--- config.mk ---
export PLATFORM = sky130hd
export DESIGN_NAME = mem_rr_arbiter
export DESIGN_NICKNAME = d
export VERILOG_FILES = /design/src/rtl/mem_rr_arbiter_pkg.sv /design/src/rtl/mem_rr_arbiter_rr_pick.sv /design/src/rtl/mem_rr_arbiter.sv
export SDC_FILE = /design/constraint.sdc
export NUM_CORES = 1
export LEC_CHECK = 0
export ABC_AREA = 1
export CORE_MARGIN = 2
export CORE_UTILIZATION = 46
export DETAILED_ROUTE_END_ITERATION = 10
export PLACE_DENSITY = 0.86
export SETUP_SLACK_MARGIN = 0.05
export SLEW_MARGIN = 5
export SYNTH_ARGS = -nofsm -noshare
export SYNTH_HDL_FRONTEND = slang
export SYNTH_SLANG_ARGS = --single-unit
export TNS_END_PERCENT = 100
--- constraint.sdc ---
create_clock -name Clock -period 4.5 [get_ports Clock]
set_clock_uncertainty 0.1 [all_clocks]
set_input_delay 0.9 -clock Clock [delete_from_list [all_inputs] [get_ports Clock]]
set_output_delay 0.9 -clock Clock [all_outputs]
set_load 0.02 [all_outputs]
--- src/rtl/mem_rr_arbiter_pkg.sv ---
// Shared types and constants for the round-robin RAM arbiter.
package mem_rr_arbiter_pkg;

  localparam int unsigned MAX_NREQ = 8;
  localparam int unsigned IDX_W    = $clog2(MAX_NREQ);

  typedef enum logic [1:0] {
    ST_IDLE,
    ST_OPEN,
    ST_LOCKED
  } arb_state_t;

  // Requester index plus one, wrapping at n.
  function automatic logic [IDX_W-1:0] idx_inc(input logic [IDX_W-1:0] i,
                                               input int unsigned n);
    return ((32'(i) + 32'd1) >= n) ? '0 : i + 1'b1;
  endfunction

endpackage

--- src/rtl/mem_rr_arbiter_rr_pick.sv ---
// Round-robin picker: rotate requests to start at ptr, take the lowest set
// bit, rotate the winner back to an absolute index and one-hot grant.
module mem_rr_arbiter_rr_pick
  import mem_rr_arbiter_pkg::*;
#(
  parameter int unsigned NREQ = 2
) (
  input  logic [NREQ-1:0]  req,
  input  logic [IDX_W-1:0] ptr,
  output logic [NREQ-1:0]  gnt,
  output logic [IDX_W-1:0] idx,
  output logic             valid
);

  logic [NREQ-1:0] rot;
  int unsigned     pos;

  always_comb begin
    rot = '0;
    for (int unsigned k = 0; k < NREQ; k++) begin
      pos = 32'(ptr) + k;
      if (pos >= NREQ) pos = pos - NREQ;
      for (int unsigned j = 0; j < NREQ; j++) begin
        if (pos == j) rot[k] = req[j];
      end
    end
  end

  always_comb begin
    valid = 1'b0;
    idx   = '0;
    for (int unsigned k = 0; k < NREQ; k++) begin
      if (!valid && rot[k]) begin
        valid = 1'b1;
        idx   = (32'(ptr) + k >= NREQ) ? IDX_W'(32'(ptr) + k - NREQ)
                                       : IDX_W'(32'(ptr) + k);
      end
    end
  end

  always_comb begin
    gnt = '0;
    for (int unsigned j = 0; j < NREQ; j++) begin
      gnt[j] = valid && (IDX_W'(j) == idx);
    end
  end

endmodule

--- src/rtl/mem_rr_arbiter.sv ---
// Round-robin arbiter sharing one single-port synchronous RAM between NREQ
// masters, with bounded lock ownership and a 2-stage read-return tag pipe.
module mem_rr_arbiter
  import mem_rr_arbiter_pkg::*;
#(
  parameter int unsigned NREQ     = 2,
  parameter int unsigned AW       = 16,
  parameter int unsigned DW       = 16,
  parameter int unsigned MAX_LOCK = 16
) (
  input  logic             Clock,
  input  logic             Reset,
  input  logic [NREQ-1:0]  req,
  input  logic [NREQ-1:0]  lock,
  input  logic [NREQ-1:0]  we,
  input  logic [NREQ*AW-1:0] addr,
  input  logic [NREQ*DW-1:0] wdata,
  output logic [NREQ-1:0]  gnt,
  output logic [NREQ-1:0]  rvalid,
  output logic [DW-1:0]    rdata,
  output logic [AW-1:0]    mem_addr,
  output logic [DW-1:0]    mem_wdata,
  output logic             mem_wr,
  input  logic [DW-1:0]    mem_rdata
);

  localparam int unsigned CW = (MAX_LOCK > 2) ? $clog2(MAX_LOCK) : 1;

  arb_state_t       state_q, state_d;
  logic [IDX_W-1:0] rr_ptr_q, rr_ptr_d;
  logic [IDX_W-1:0] owner_q, owner_d;
  logic [CW-1:0]    lock_cnt_q, lock_cnt_d;
  logic             forced_q, forced_d;

  logic [NREQ-1:0]  pick_gnt;
  logic [IDX_W-1:0] pick_idx;
  logic             pick_valid;

  logic [NREQ-1:0]  lock_eff;
  logic             owner_req, owner_lock, pick_lock;
  logic [IDX_W-1:0] grant_idx;
  logic             grant_any;
  logic [AW-1:0]    sel_addr;
  logic [DW-1:0]    sel_wdata;
  logic             sel_we;

  logic             rd_v1, rd_v2;
  logic [IDX_W-1:0] rd_tag1, rd_tag2;

  mem_rr_arbiter_rr_pick #(.NREQ(NREQ)) u_pick (
    .req   (req),
    .ptr   (rr_ptr_q),
    .gnt   (pick_gnt),
    .idx   (pick_idx),
    .valid (pick_valid)
  );

  // A master released by the watchdog may not relock in the very next cycle.
  always_comb begin
    lock_eff   = lock;
    owner_req  = 1'b0;
    owner_lock = 1'b0;
    pick_lock  = 1'b0;
    for (int unsigned j = 0; j < NREQ; j++) begin
      if (forced_q && IDX_W'(j) == owner_q) lock_eff[j] = 1'b0;
    end
    for (int unsigned j = 0; j < NREQ; j++) begin
      if (IDX_W'(j) == owner_q) begin
        owner_req  = req[j];
        owner_lock = lock[j];
      end
      if (IDX_W'(j) == pick_idx) pick_lock = pick_gnt[j] && lock_eff[j];
    end
  end

  always_comb begin
    state_d    = state_q;
    rr_ptr_d   = rr_ptr_q;
    owner_d    = owner_q;
    lock_cnt_d = lock_cnt_q;
    forced_d   = 1'b0;
    grant_idx  = pick_idx;
    grant_any  = 1'b0;
    case (state_q)
      ST_LOCKED: begin
        grant_idx = owner_q;
        grant_any = owner_req;
        if (owner_req) begin
          if (!owner_lock) begin
            state_d    = ST_OPEN;
            rr_ptr_d   = idx_inc(owner_q, NREQ);
            lock_cnt_d = '0;
          end else if (lock_cnt_q == CW'(MAX_LOCK - 2)) begin
            // This grant is the MAX_LOCK-th of the lock: counter hits MAX_LOCK-1.
            state_d    = ST_OPEN;
            rr_ptr_d   = idx_inc(owner_q, NREQ);
            lock_cnt_d = '0;
            forced_d   = 1'b1;
          end else begin
            lock_cnt_d = lock_cnt_q + 1'b1;
          end
        end else if (!owner_lock) begin
          state_d    = ST_IDLE;
          rr_ptr_d   = idx_inc(owner_q, NREQ);
          lock_cnt_d = '0;
        end
      end
      default: begin
        grant_any = pick_valid;
        if (pick_valid) begin
          if (pick_lock) begin
            state_d    = ST_LOCKED;
            owner_d    = pick_idx;
            lock_cnt_d = '0;
          end else begin
            state_d  = ST_OPEN;
            rr_ptr_d = idx_inc(pick_idx, NREQ);
          end
        end else begin
          state_d = ST_IDLE;
        end
      end
    endcase
  end

  always_comb begin
    gnt       = '0;
    sel_addr  = '0;
    sel_wdata = '0;
    sel_we    = 1'b0;
    for (int unsigned j = 0; j < NREQ; j++) begin
      if (IDX_W'(j) == grant_idx) begin
        gnt[j]    = grant_any && !Reset;
        sel_addr  = addr[j*AW +: AW];
        sel_wdata = wdata[j*DW +: DW];
        sel_we    = we[j];
      end
    end
  end

  always_ff @(posedge Clock) begin
    if (Reset) begin
      state_q    <= ST_IDLE;
      rr_ptr_q   <= '0;
      owner_q    <= '0;
      lock_cnt_q <= '0;
      forced_q   <= 1'b0;
      mem_addr   <= '0;
      mem_wdata  <= '0;
      mem_wr     <= 1'b0;
      rd_v1      <= 1'b0;
      rd_v2      <= 1'b0;
      rd_tag1    <= '0;
      rd_tag2    <= '0;
    end else begin
      state_q    <= state_d;
      rr_ptr_q   <= rr_ptr_d;
      owner_q    <= owner_d;
      lock_cnt_q <= lock_cnt_d;
      forced_q   <= forced_d;
      mem_wr     <= grant_any && sel_we;
      if (grant_any) begin
        mem_addr  <= sel_addr;
        mem_wdata <= sel_wdata;
      end
      rd_v1   <= grant_any && !sel_we;
      rd_tag1 <= grant_idx;
      rd_v2   <= rd_v1;
      rd_tag2 <= rd_tag1;
    end
  end

  always_comb begin
    rvalid = '0;
    for (int unsigned j = 0; j < NREQ; j++) begin
      rvalid[j] = rd_v2 && (IDX_W'(j) == rd_tag2);
    end
  end

  assign rdata = mem_rdata;

endmodule

==> implementation parameters <==
Parameter                              Value

Worst setup path
  Worst path cell trace    inv_1, ha_1, ha_1, ha_1, inv_1, nor2_1, nand2_1, nand2_1, nand3_2, nand2_2, nand3_4, nand2_4, nand2_1, nor2_1, clkdlybuf4s50_1
  Slowest cell on the critical path    clkdlybuf4s50_1
  CP Max Fanout    5
  Logic depth of the worst register-to-register path    17
  End point of the critical path    gnt[1]
  Required time of the critical path    3500 ps
  CP Capture Type    output port
  Startpoint of the worst register-to-register path    rr_ptr_q[1]
  Data arrival, critical path    2950 ps
  Worst flop-to-flop path endpoint    rr_ptr_q[0]
  Crit start category    flip-flop
  Type of the setup path with the least slack    flip-flop to output port
  Setup slack on the worst flop-to-flop path    1390 ps
  Worst setup path start    rr_ptr_q[1]
  Largest stage delay on the critical path    610 ps

Die
  Io pins    about 140
  Y dimension of the die    between 80 and 90 um
  Initial Utilization    0.480
  FP Rows    30
  DIE WIDTH    88.5 um
  Std-Cell Core Area    6830 sq um
  Total Die Area    7830 sq um

Placed design
  Dpl hpwl    approximately 6 mm
  RePlAce Congestion    0.893
  Total instance count after detailed placement    653
  Count of input and output buffers    approximately 110
  Area after detailed placement    ~4300 sq um

Outcome
  Result of the run    finished clean

Yosys
  Post-Synthesis Cell Area    3280 sq um
  Synth warnings    0
  Mean Syn Cell Area    6.75 sq um
  Sequential element share of the synthesized area    0.329
  Cells after Synth    486
  Post-synthesis sequential element count    54
  Share of synthesized registers carrying an async set or reset    0
  Number of unique standard cell types used by synthesis    30
  Number of synthesized flops with an enable pin    0
  Top flip-flop cell by instance count after synthesis    dfxtp_1

Drt
  Via density    5.06
  Detailed router's first-iteration violation count    around 150
  Vias    3,343
  1st-pass router iterations    4
  DRT Wirelength    8.39 mm
  Residual DRC    0
  Detail-routed net length per standard cell    12.7 um
  Number of nets still failing antenna checks after routing    0

Global routing
  Number of global-route vias before repair    3,167
  Maximum number of pins on one net before global-route repair    67
  Total routing resource utilization after global routing    0.218
  GR Overflow Total    0
  Wire length of the first global-routing pass    13.6 mm
  Initial antenna violation count    0

Final layout
  Antenna diodes    0
  Total area of sequential cells    between 1000 and 1500 sq um
  Filler Cell Count    641
  Final standard cell utilization of the core    0.637
  Post-route design area    4350 sq um
  Final non-filler cell total    661
  Area taken by multi-input logic gates    1710 sq um
  Share of layout cells above drive strength 1    0.0673
  Most frequent standard cell in the layout excluding fill and tap cells    clkdlybuf4s50_1
  P&R area growth vs syn    32.5%
  Most used cells in the layout excluding fill and tap cells    clkdlybuf4s50_1, nor2_1, nand2_1
  Final net count    665

Worst hold path
  HP Class    flip-flop to flip-flop
  Launch instance of the worst min-delay path    rd_tag1[1]
  Hold Path Cell Cnt    2

Clocking
  Number of hold-repair buffers added at the cts stage    0
  Count of clock tree sinks    54
  Clk buf depth    2
  TritonCTS Buffers    5
  Clock-pin slew on the worst setup and hold paths    ~90 ps
  Post-cts gate resize count    0
  Post-CTS setup buffers    0
  Clock latency at the later pin of the worst-skew pair    300 ps
  CTS tree    done
  Master cell of the clock root buffer    clkbuf_8
  H-Tree Depth    2

STA
  Total setup violations reported at the end of the flow    0
  Final Critical Period    between 3000 and 4000 ps
  Worst Hold Margin    between 300 and 400 ps
  Slew HR    0.535
  Peak Freq    253 MHz
  Unrepaired setup endpoints after global routing    false
  Pins over their slew limit    0
  Final clock period utilization by the worst path    0.877
  Slew @ Worst Pin    698 ps
  Final Hold Violating Endpoints    0
  Final-layout setup total negative slack    0 ps

Power
  Static Leak    2.03 nW
  Worst voltage drop across the vdd grid    0.356 mV
  Cell area power density    578 nW/um^2

Flow run
  Number of max-capacitance violations reported    0
## worst min-delay path by stage
stage	end
floorplan	rd_tag2[0]
global placement	rd_tag2[1]
detailed placement	rd_tag2[2]
CTS	rd_tag2[2]
global route	rd_tag2[0]
finish	rd_tag2[1]
## flip-flops by register name (all words and copies together), names as in the netlist, 2 cells and up
name        cells
state_q         2
rr_ptr_q        3
rd_tag2         3
lock_cnt_q      4
owner_q         3
mem_addr       16
mem_wdata      16
rd_tag1         3
## synth_stat cells, types with 2 or more instances
library cell	count	area, sq um
buf_6	4	45.0
a21oi_1	9	45.0
dfxtp_1	54	1080
nand2_2	3	18.8
conb_1	2	7.51
nand3_1	65	325
clkbuf_1	14	52.6
nor2_1	97	364
buf_4	20	150
nand3_2	11	110
o21ai_0	2	10.0
nand2_1	67	251
o21ai_1	3	15.0
nor3_1	8	40.0
buf_2	6	30.0
ha_1	13	163
nand4_1	36	225
xnor2_1	2	17.5
inv_1	57	214
inv_2	3	11.3
## logic make-up after synthesis
group / Yosys count / share of synthesized area
and+or+nand+nor: 293 / 0.425
buffers and inverters: 105 / 0.158
DFF: 54 / 0.329
AOI/OAI and AO/OA: 16 / 0.0274
adders and majority gates: 13 / 0.0496
xor gates and xnor gates: 3 / 0.00801
other: 2 / 0.00229
## area by class of cell
cell class | instances | area share
clock inverter | 1 | 0.00115
inverter | 60 | 0.0518
timing repair buffer | 114 | 0.258
tap | 96 | 0.0276
multi-input combinational | 329 | 0.393
clock buffer | 7 | 0.0199
sequential | 54 | 0.249
## worst max-delay path: cells and delay by family, from the launching register on
family | cells | cell delay, ps
fa+ha+maj | 3 | 780
simple gates | 9 | 760
buf+inv | 3 | 700
flops | 1 | 410
## metrics by stage
step                      setup slack (ps)  power (mW)
after detailed placement               691        2.25
after floorplan                       1210        1.79
after global placement                 721        2.22
final                                  552        2.51
after global routing                   289        2.74
after CTS                              540        2.53
## report_power, final
group | total, mW | internal [mW] | switching, mW | leakage (nW)
combinational | 1.50 | 0.613 | 0.891 | 1.54
clock | 0.276 | 0.125 | 0.152 | 0.0482
sequential | 0.731 | 0.642 | 0.0894 | 0.445
## layer usage
metal  wire length (um)  global-route usage  part of all wire
met4                160              0.0702             0.019
met5                  0                   0                 0
met1               3500               0.253              0.42
met3                640              0.0597             0.076
met2               4090               0.389              0.49
No activity file was read; power rests on OpenSTA's default activity.
